--- config.mk ---
export PLATFORM = sky130hd
export DESIGN_NAME = btn_debounce_flat
export DESIGN_NICKNAME = d
export VERILOG_FILES = /design/src/rtl/btn_pkg.sv /design/src/rtl/btn_debounce_if.sv /design/src/rtl/btn_debounce_ch.sv /design/src/rtl/btn_debounce.sv /design/src/flat_wrapper.sv
export SDC_FILE = /design/constraint.sdc
export NUM_CORES = 1
export LEC_CHECK = 0
export CAP_MARGIN = 20
export CORE_MARGIN = 1.5
export CORE_UTILIZATION = 35
export DETAILED_ROUTE_END_ITERATION = 10
export PLACE_DENSITY = 0.57
export SLEW_MARGIN = 20
export SYNTH_ARGS = -nofsm -noshare
export SYNTH_HDL_FRONTEND = slang
export SYNTH_SLANG_ARGS = --single-unit
--- constraint.sdc ---
create_clock -name sclk -period 5.3 [get_ports sclk]
set_clock_uncertainty 0.05 [all_clocks]
set_input_delay 1.325 -clock sclk [delete_from_list [all_inputs] [get_ports sclk]]
set_output_delay 1.325 -clock sclk [all_outputs]
set_load 0.02 [all_outputs]
--- src/rtl/btn_pkg.sv ---
// rtl/btn_pkg.sv - shared types and parameter defaults for btn_debounce
package btn_pkg;

    typedef enum logic [1:0] {
        IDLE        = 2'd0,
        ARM_PRESS   = 2'd1,
        PRESSED     = 2'd2,
        ARM_RELEASE = 2'd3
    } btn_state_t;

    // 10 ms and 500 ms at a 100 MHz sclk
    localparam int DEBOUNCE_CYCLES_DEF   = 1_000_000;
    localparam int LONG_PRESS_CYCLES_DEF = 50_000_000;

endpackage

--- src/rtl/btn_debounce_if.sv ---
// rtl/btn_debounce_if.sv - raw button inputs and conditioned outputs (btn_long with BTN_LONG_PRESS_EN)
interface btn_debounce_if #(
    parameter int NUM_BTN = 4
);
    logic [NUM_BTN-1:0] btn;
    logic [NUM_BTN-1:0] btn_level;
    logic [NUM_BTN-1:0] btn_press;
    logic [NUM_BTN-1:0] btn_release;
`ifdef BTN_LONG_PRESS_EN
    logic [NUM_BTN-1:0] btn_long;

    modport master (output btn, input btn_level, input btn_press, input btn_release, input btn_long);
    modport slave  (input btn, output btn_level, output btn_press, output btn_release, output btn_long);
`else
    modport master (output btn, input btn_level, input btn_press, input btn_release);
    modport slave  (input btn, output btn_level, output btn_press, output btn_release);
`endif
endinterface

--- src/rtl/btn_debounce_ch.sv ---
// rtl/btn_debounce_ch.sv - one button: 2-flop synchroniser, debounce FSM, optional hold counter
// Hold counter and long_o exist only when BTN_LONG_PRESS_EN is defined.
module btn_debounce_ch
    import btn_pkg::*;
#(
    parameter int DEBOUNCE_CYCLES = DEBOUNCE_CYCLES_DEF
`ifdef BTN_LONG_PRESS_EN
    ,
    parameter int LONG_PRESS_CYCLES = LONG_PRESS_CYCLES_DEF
`endif
) (
    input  logic sclk,
    input  logic rst_n,
    input  logic btn_i,
    output logic level_o,
    output logic press_o,
    output logic release_o
`ifdef BTN_LONG_PRESS_EN
    ,
    output logic long_o
`endif
);

    localparam int CNT_W = $clog2(DEBOUNCE_CYCLES + 1);
    localparam logic [CNT_W-1:0] CNT_ONE  = CNT_W'(1);
    // The arming sample already counts as one, so the change is accepted
    // on the sample that would bring the count to DEBOUNCE_CYCLES.
    localparam logic [CNT_W-1:0] CNT_LAST = CNT_W'(DEBOUNCE_CYCLES - 1);

    btn_state_t       state_q, state_d;
    logic [CNT_W-1:0] cnt_q, cnt_d;
    logic             s1_q, s2_q;
    logic             level_q, level_d;
    logic             press_q, press_d;
    logic             release_q, release_d;

`ifdef BTN_LONG_PRESS_EN
    localparam int HOLD_W = $clog2(LONG_PRESS_CYCLES + 1);
    localparam logic [HOLD_W-1:0] HOLD_MAX = HOLD_W'(LONG_PRESS_CYCLES);

    logic [HOLD_W-1:0] hold_q, hold_d;
    logic              long_q, long_d;
`endif

    always_ff @(posedge sclk or negedge rst_n) begin
        if (!rst_n) begin
            s1_q      <= 1'b0;
            s2_q      <= 1'b0;
            state_q   <= IDLE;
            cnt_q     <= '0;
            level_q   <= 1'b0;
            press_q   <= 1'b0;
            release_q <= 1'b0;
`ifdef BTN_LONG_PRESS_EN
            hold_q    <= '0;
            long_q    <= 1'b0;
`endif
        end else begin
            s1_q      <= btn_i;
            s2_q      <= s1_q;
            state_q   <= state_d;
            cnt_q     <= cnt_d;
            level_q   <= level_d;
            press_q   <= press_d;
            release_q <= release_d;
`ifdef BTN_LONG_PRESS_EN
            hold_q    <= hold_d;
            long_q    <= long_d;
`endif
        end
    end

    always_comb begin
        state_d = state_q;
        unique case (state_q)
            IDLE:        if (s2_q) state_d = ARM_PRESS;
            ARM_PRESS:   if (!s2_q) state_d = IDLE;
                         else if (cnt_q == CNT_LAST) state_d = PRESSED;
            PRESSED:     if (!s2_q) state_d = ARM_RELEASE;
            ARM_RELEASE: if (s2_q) state_d = PRESSED;
                         else if (cnt_q == CNT_LAST) state_d = IDLE;
        endcase
    end

    always_comb begin
        cnt_d     = cnt_q;
        level_d   = level_q;
        press_d   = 1'b0;
        release_d = 1'b0;
        if (state_d != state_q) begin
            cnt_d = (state_d == ARM_PRESS || state_d == ARM_RELEASE) ? CNT_ONE : '0;
        end else if (state_q == ARM_PRESS || state_q == ARM_RELEASE) begin
            cnt_d = cnt_q + CNT_ONE;
        end
        if (state_q == ARM_PRESS && state_d == PRESSED) begin
            level_d = 1'b1;
            press_d = 1'b1;
        end
        if (state_q == ARM_RELEASE && state_d == IDLE) begin
            level_d   = 1'b0;
            release_d = 1'b1;
        end
`ifdef BTN_LONG_PRESS_EN
        hold_d = hold_q;
        if (state_q == IDLE || (state_q == ARM_PRESS && state_d == PRESSED)) begin
            hold_d = '0;
        end else if ((state_q == PRESSED || state_q == ARM_RELEASE) && hold_q != HOLD_MAX) begin
            hold_d = hold_q + HOLD_W'(1);
        end
        // Saturation at HOLD_MAX is what keeps this from repeating
        long_d = (hold_d == HOLD_MAX) && (hold_q != HOLD_MAX);
`endif
    end

    assign level_o   = level_q;
    assign press_o   = press_q;
    assign release_o = release_q;
`ifdef BTN_LONG_PRESS_EN
    assign long_o    = long_q;
`endif

endmodule

--- src/rtl/btn_debounce.sv ---
// rtl/btn_debounce.sv - NUM_BTN independent debounce channels; BTN_LONG_PRESS_EN adds btn_long
module btn_debounce
    import btn_pkg::*;
#(
    parameter int NUM_BTN           = 4,
    parameter int DEBOUNCE_CYCLES   = DEBOUNCE_CYCLES_DEF,
    parameter int LONG_PRESS_CYCLES = LONG_PRESS_CYCLES_DEF
) (
    input  logic           sclk,
    input  logic           rst_n,
    btn_debounce_if.slave  bus
);

    // Empty marker block: its presence in the hierarchy flags an illegal configuration
    if (DEBOUNCE_CYCLES < 2 || LONG_PRESS_CYCLES < 1) begin : g_param_range_illegal
    end

    logic [NUM_BTN-1:0] level_w;
    logic [NUM_BTN-1:0] press_w;
    logic [NUM_BTN-1:0] release_w;
`ifdef BTN_LONG_PRESS_EN
    logic [NUM_BTN-1:0] long_w;
`endif

    for (genvar i = 0; i < NUM_BTN; i++) begin : g_ch
        btn_debounce_ch #(
            .DEBOUNCE_CYCLES   (DEBOUNCE_CYCLES)
`ifdef BTN_LONG_PRESS_EN
            ,
            .LONG_PRESS_CYCLES (LONG_PRESS_CYCLES)
`endif
        ) u_ch (
            .sclk      (sclk),
            .rst_n     (rst_n),
            .btn_i     (bus.btn[i]),
            .level_o   (level_w[i]),
            .press_o   (press_w[i]),
            .release_o (release_w[i])
`ifdef BTN_LONG_PRESS_EN
            ,
            .long_o    (long_w[i])
`endif
        );
    end

    assign bus.btn_level   = level_w;
    assign bus.btn_press   = press_w;
    assign bus.btn_release = release_w;
`ifdef BTN_LONG_PRESS_EN
    assign bus.btn_long    = long_w;
`endif

endmodule

--- src/flat_wrapper.sv ---
// flat-port wrapper written by rule: the top's interface ports become plain ports
module btn_debounce_flat import btn_pkg::*;
#(
    parameter int NUM_BTN           = 4,
    parameter int DEBOUNCE_CYCLES   = DEBOUNCE_CYCLES_DEF,
    parameter int LONG_PRESS_CYCLES = LONG_PRESS_CYCLES_DEF
)
  (sclk, rst_n, bus_btn, bus_btn_level, bus_btn_press, bus_btn_release);
  btn_debounce_if #(.NUM_BTN(NUM_BTN)) bus_i ();
  input  logic sclk;
  input  logic rst_n;
  input wire logic [$bits(bus_i.btn)-1:0] bus_btn;
  output wire logic [$bits(bus_i.btn_level)-1:0] bus_btn_level;
  output wire logic [$bits(bus_i.btn_press)-1:0] bus_btn_press;
  output wire logic [$bits(bus_i.btn_release)-1:0] bus_btn_release;
  assign bus_i.btn = bus_btn;
  assign bus_btn_level = bus_i.btn_level;
  assign bus_btn_press = bus_i.btn_press;
  assign bus_btn_release = bus_i.btn_release;
  btn_debounce #(.NUM_BTN(NUM_BTN), .DEBOUNCE_CYCLES(DEBOUNCE_CYCLES), .LONG_PRESS_CYCLES(LONG_PRESS_CYCLES)) u_core (.sclk(sclk), .rst_n(rst_n), .bus(bus_i));
endmodule
==> impl_metrics.toml <==
[status]
outcome = "completed"

[yosys]
syn_avg_cell_area_um2 = 9.863
yosysTopAreaCellShare_pct = 49.28
synthFlopType = "dfrtp_1"
netlist_area_um2 = 5484
synth_area_leaders = "dfrtp_1 49%, xor2_1 5.9%, xnor2_1 5.1%, nor2_1 5.1%, nand2_1 4.0%"
synth_area_leader_cell = "dfrtp_1"
async_flop_share_pct = 100.0
synth.most_common_cell = "dfrtp_1"
synth_edf_count = 0
synth_commonest_cells = "108 x dfrtp_1, 74 x nor2_1, 59 x nand2_1"
synthDistinctLibCells = 62
ys_seq_area_share_pct = 49.28
synthCells = 556
syn_nets = 566
yosys_warnings = 0
synth-seq-cells = 108

[global_routing]
grt_pass1_wl_um = 18660
use_met1_pct = 18.99
grt_use_met3_pct = 3.631
antenna_found_initial = 0
grt_max_degree = 74
use_met2_pct = 21.98
grt-busiest-layer = "met2"
first_global_vias = 3861
gr-total-overflow = 0
grtUsageTotal_pct = 13.92

[worst_setup_path]
crit_start = "u_core.g_ch[2].u_ch.level_o$_DFFE_PN0P_"
r2r_slack_ns = 2.95
crit_path_max_incr_delay_ns = 0.63
worstReg2RegEnd = "u_core.g_ch[2].u_ch.cnt_q[14]$_DFFE_PN0P_"
worstPathRequired_ns = 3.92
worstReg2RegStart = "u_core.g_ch[2].u_ch.cnt_q[1]$_DFFE_PN0P_"
start_kind = "register"
cp_slowest_cell = "clkdlybuf4s50_1"
crit_arrival_ns = 1.36
crit_path_max_fanout = 3
worst_r2r_path_depth = 8
cp_num_buf_inv = 1
path_cells = "clkdlybuf4s50_1"
end_kind = "output pin"
critPathTopFamily = "buffers and inverters"
worstSetupPathType = "reg -> out"

[placement]
gp_congestion = 0.7639
port_buffers = 17
hpwlAfterDp_um = 7132

[cts]
root_buffer = "clkbuf_16"
clock_latency_ns = 0.35
clock_path_buffers = 2
post-cts-setup-buffers = 0
cts_resized = 0
cts-buffers-inserted = 9
cts_max_level = 3
clkSinkCount = 108
cts.hold.buffers_added = 0
cts_tree = "yes"
cts.reportedPaths.clkPinSlew_ns = 0.07

[sta]
period_share_pct = 51.53
tightest_slew_ns = 0.9424
grt_setup_unrepaired = "false"
tns_ns = 0
setup_viol = 0
drv_slew = 0
fin_crit_ns = 2.731
final_hold_viol_count = 0
fmax_ghz = 0.3662
slew_headroom_pct = 37.18

[route]
firstDrtPassIters = 4
vias_per_cell = 5.082
drc = 0
vias = 3928
drt_wl_total_um = 10550
drt_iter0_drc = 283
post_drt_wl_per_cell_um = 13.64
ant_nets = 0

[worst_hold_path]
hold_start = "u_core.g_ch[1].u_ch.s1_q$_DFF_PN0_"
hold_class = "reg -> reg"
hold_depth = 0
whs_endpoint = "u_core.g_ch[1].u_ch.s2_q$_DFF_PN0_"

[final_layout]
final_layout_size_suffix_gt1_share_pct = 7.829
antennaDiodeCount = 0
area_growth_pct = 9.742
fin_nets = 567

[floorplanning]
initial_core_util_pct = 35.94
die-area_um2 = 16430
die_x_um = 128.2
core_region_area_um2 = 15260
die_y_um = 128.2
rows = 45
boundaryPins = 18

[pwr]
p_leak_nw = 2.422
powerDensity_nw_per_um2 = 268.0
p_total_mw = 1.613
vdd_drop_max_mv = 0.1371

[run]
maxCapViolCount = 0
## layout by cell type, fill, tap and decap left out, types with 3 or more instances in the layout
master           count
nor4_1               8
nor2_1              74
clkbuf_16            9
or3_1                8
clkdlybuf4s50_1     16
inv_2                3
mux2_2               3
o21bai_1             3
xor2_1              37
a21oi_1             11
nand4_1             23
a31oi_1              3
o22ai_1              7
xnor2_1             32
o21ai_0             14
and3_1              10
dfrtp_1            108
and4_1               7
a22o_1               3
nand3_1             41
ha_1                 4
inv_1               14
nand2_1             59
nor3_1              12
## logic make-up (layout without fill, tap and decap cells)
group / count (synthesis) / after routing / share of synthesized area, %
multiplexers: 4 / 4 / 0.7985
flip-flops: 108 / 108 / 49.28
buffers and inverters: 45 / 51 / 4.882
AND/OR/NAND/NOR: 269 / 269 / 25.62
XOR/XNOR: 70 / 70 / 11.32
AO/OA/AOI/OAI: 56 / 56 / 7.187
adder cells (fa/ha/maj): 4 / 4 / 0.9127
## report_power, final
part | total, mW | switching (mW) | internal [mW] | leakage, nW
Combinational | 0.0760 | 0.0523 | 0.0237 | 0.809
Clock | 0.675 | 0.306 | 0.369 | 0.146
Sequential | 0.861 | 0.0230 | 0.838 | 1.47
## flip-flops by register name (all words and copies together), names as in the netlist
| signal | count |
|---|---|
| u_core.g_ch.u_ch.press_o | 4 |
| u_core.g_ch.u_ch.release_o | 4 |
| u_core.g_ch.u_ch.s1_q | 4 |
| u_core.g_ch.u_ch.s2_q | 4 |
| u_core.g_ch.u_ch.cnt_q | 80 |
| u_core.g_ch.u_ch.level_o | 4 |
| u_core.g_ch.u_ch.state_q | 8 |
## worst max-delay path by stage
| stage | slack (ns) | endpoint | cells past startpoint |
|---|---|---|---|
| finish | 2.57 | bus_btn_level[2] | 1 |
| global route | 2.50 | bus_btn_level[2] | 1 |
| CTS | 2.53 | bus_btn_level[2] | 1 |
| detailed placement | 2.65 | u_core.g_ch[3].u_ch.cnt_q[5]$_DFFE_PN0P_ | 2 |
| global placement | 2.69 | u_core.g_ch[3].u_ch.cnt_q[6]$_DFFE_PN0P_ | 2 |
| floorplan | 3.41 | u_core.g_ch[3].u_ch.cnt_q[12]$_DFFE_PN0P_ | 9 |
## routing by layer
layer	vias up	part of all wire (%)
li1	1921	-
met2	58	45
met3	10	3.5
met5	-	0
met4	0	0.80
met1	1939	51
## area by class of cell
| type | instances | area, um2 |
|---|---|---|
| repair buffers | 18 | 175.2 |
| multi-input cells | 403 | 2514 |
| inverters | 17 | 63.81 |
| fillers | 1499 | 9240 |
| well taps | 211 | 264.0 |
| clock inverters | 7 | 73.82 |
| clock buffers | 9 | 225.2 |
| flip-flops and latches | 108 | 2703 |
## through the flow
stage	utilization [%]	std cells	worst slack [ns]	area [um2]	hold slack, ns
final	39.44	773	2.569	6018	0.3061
after global routing	39.44	773	2.501	6018	0.3084
after CTS	39.44	773	2.529	6018	0.3078
after detailed placement	37.48	757	2.649	5719	0.2913
after global placement	37.48	757	2.687	5719	0.2837
after floorplan	-	556	3.406	5484	0.2812
No activity file was read; power rests on OpenSTA's default activity.
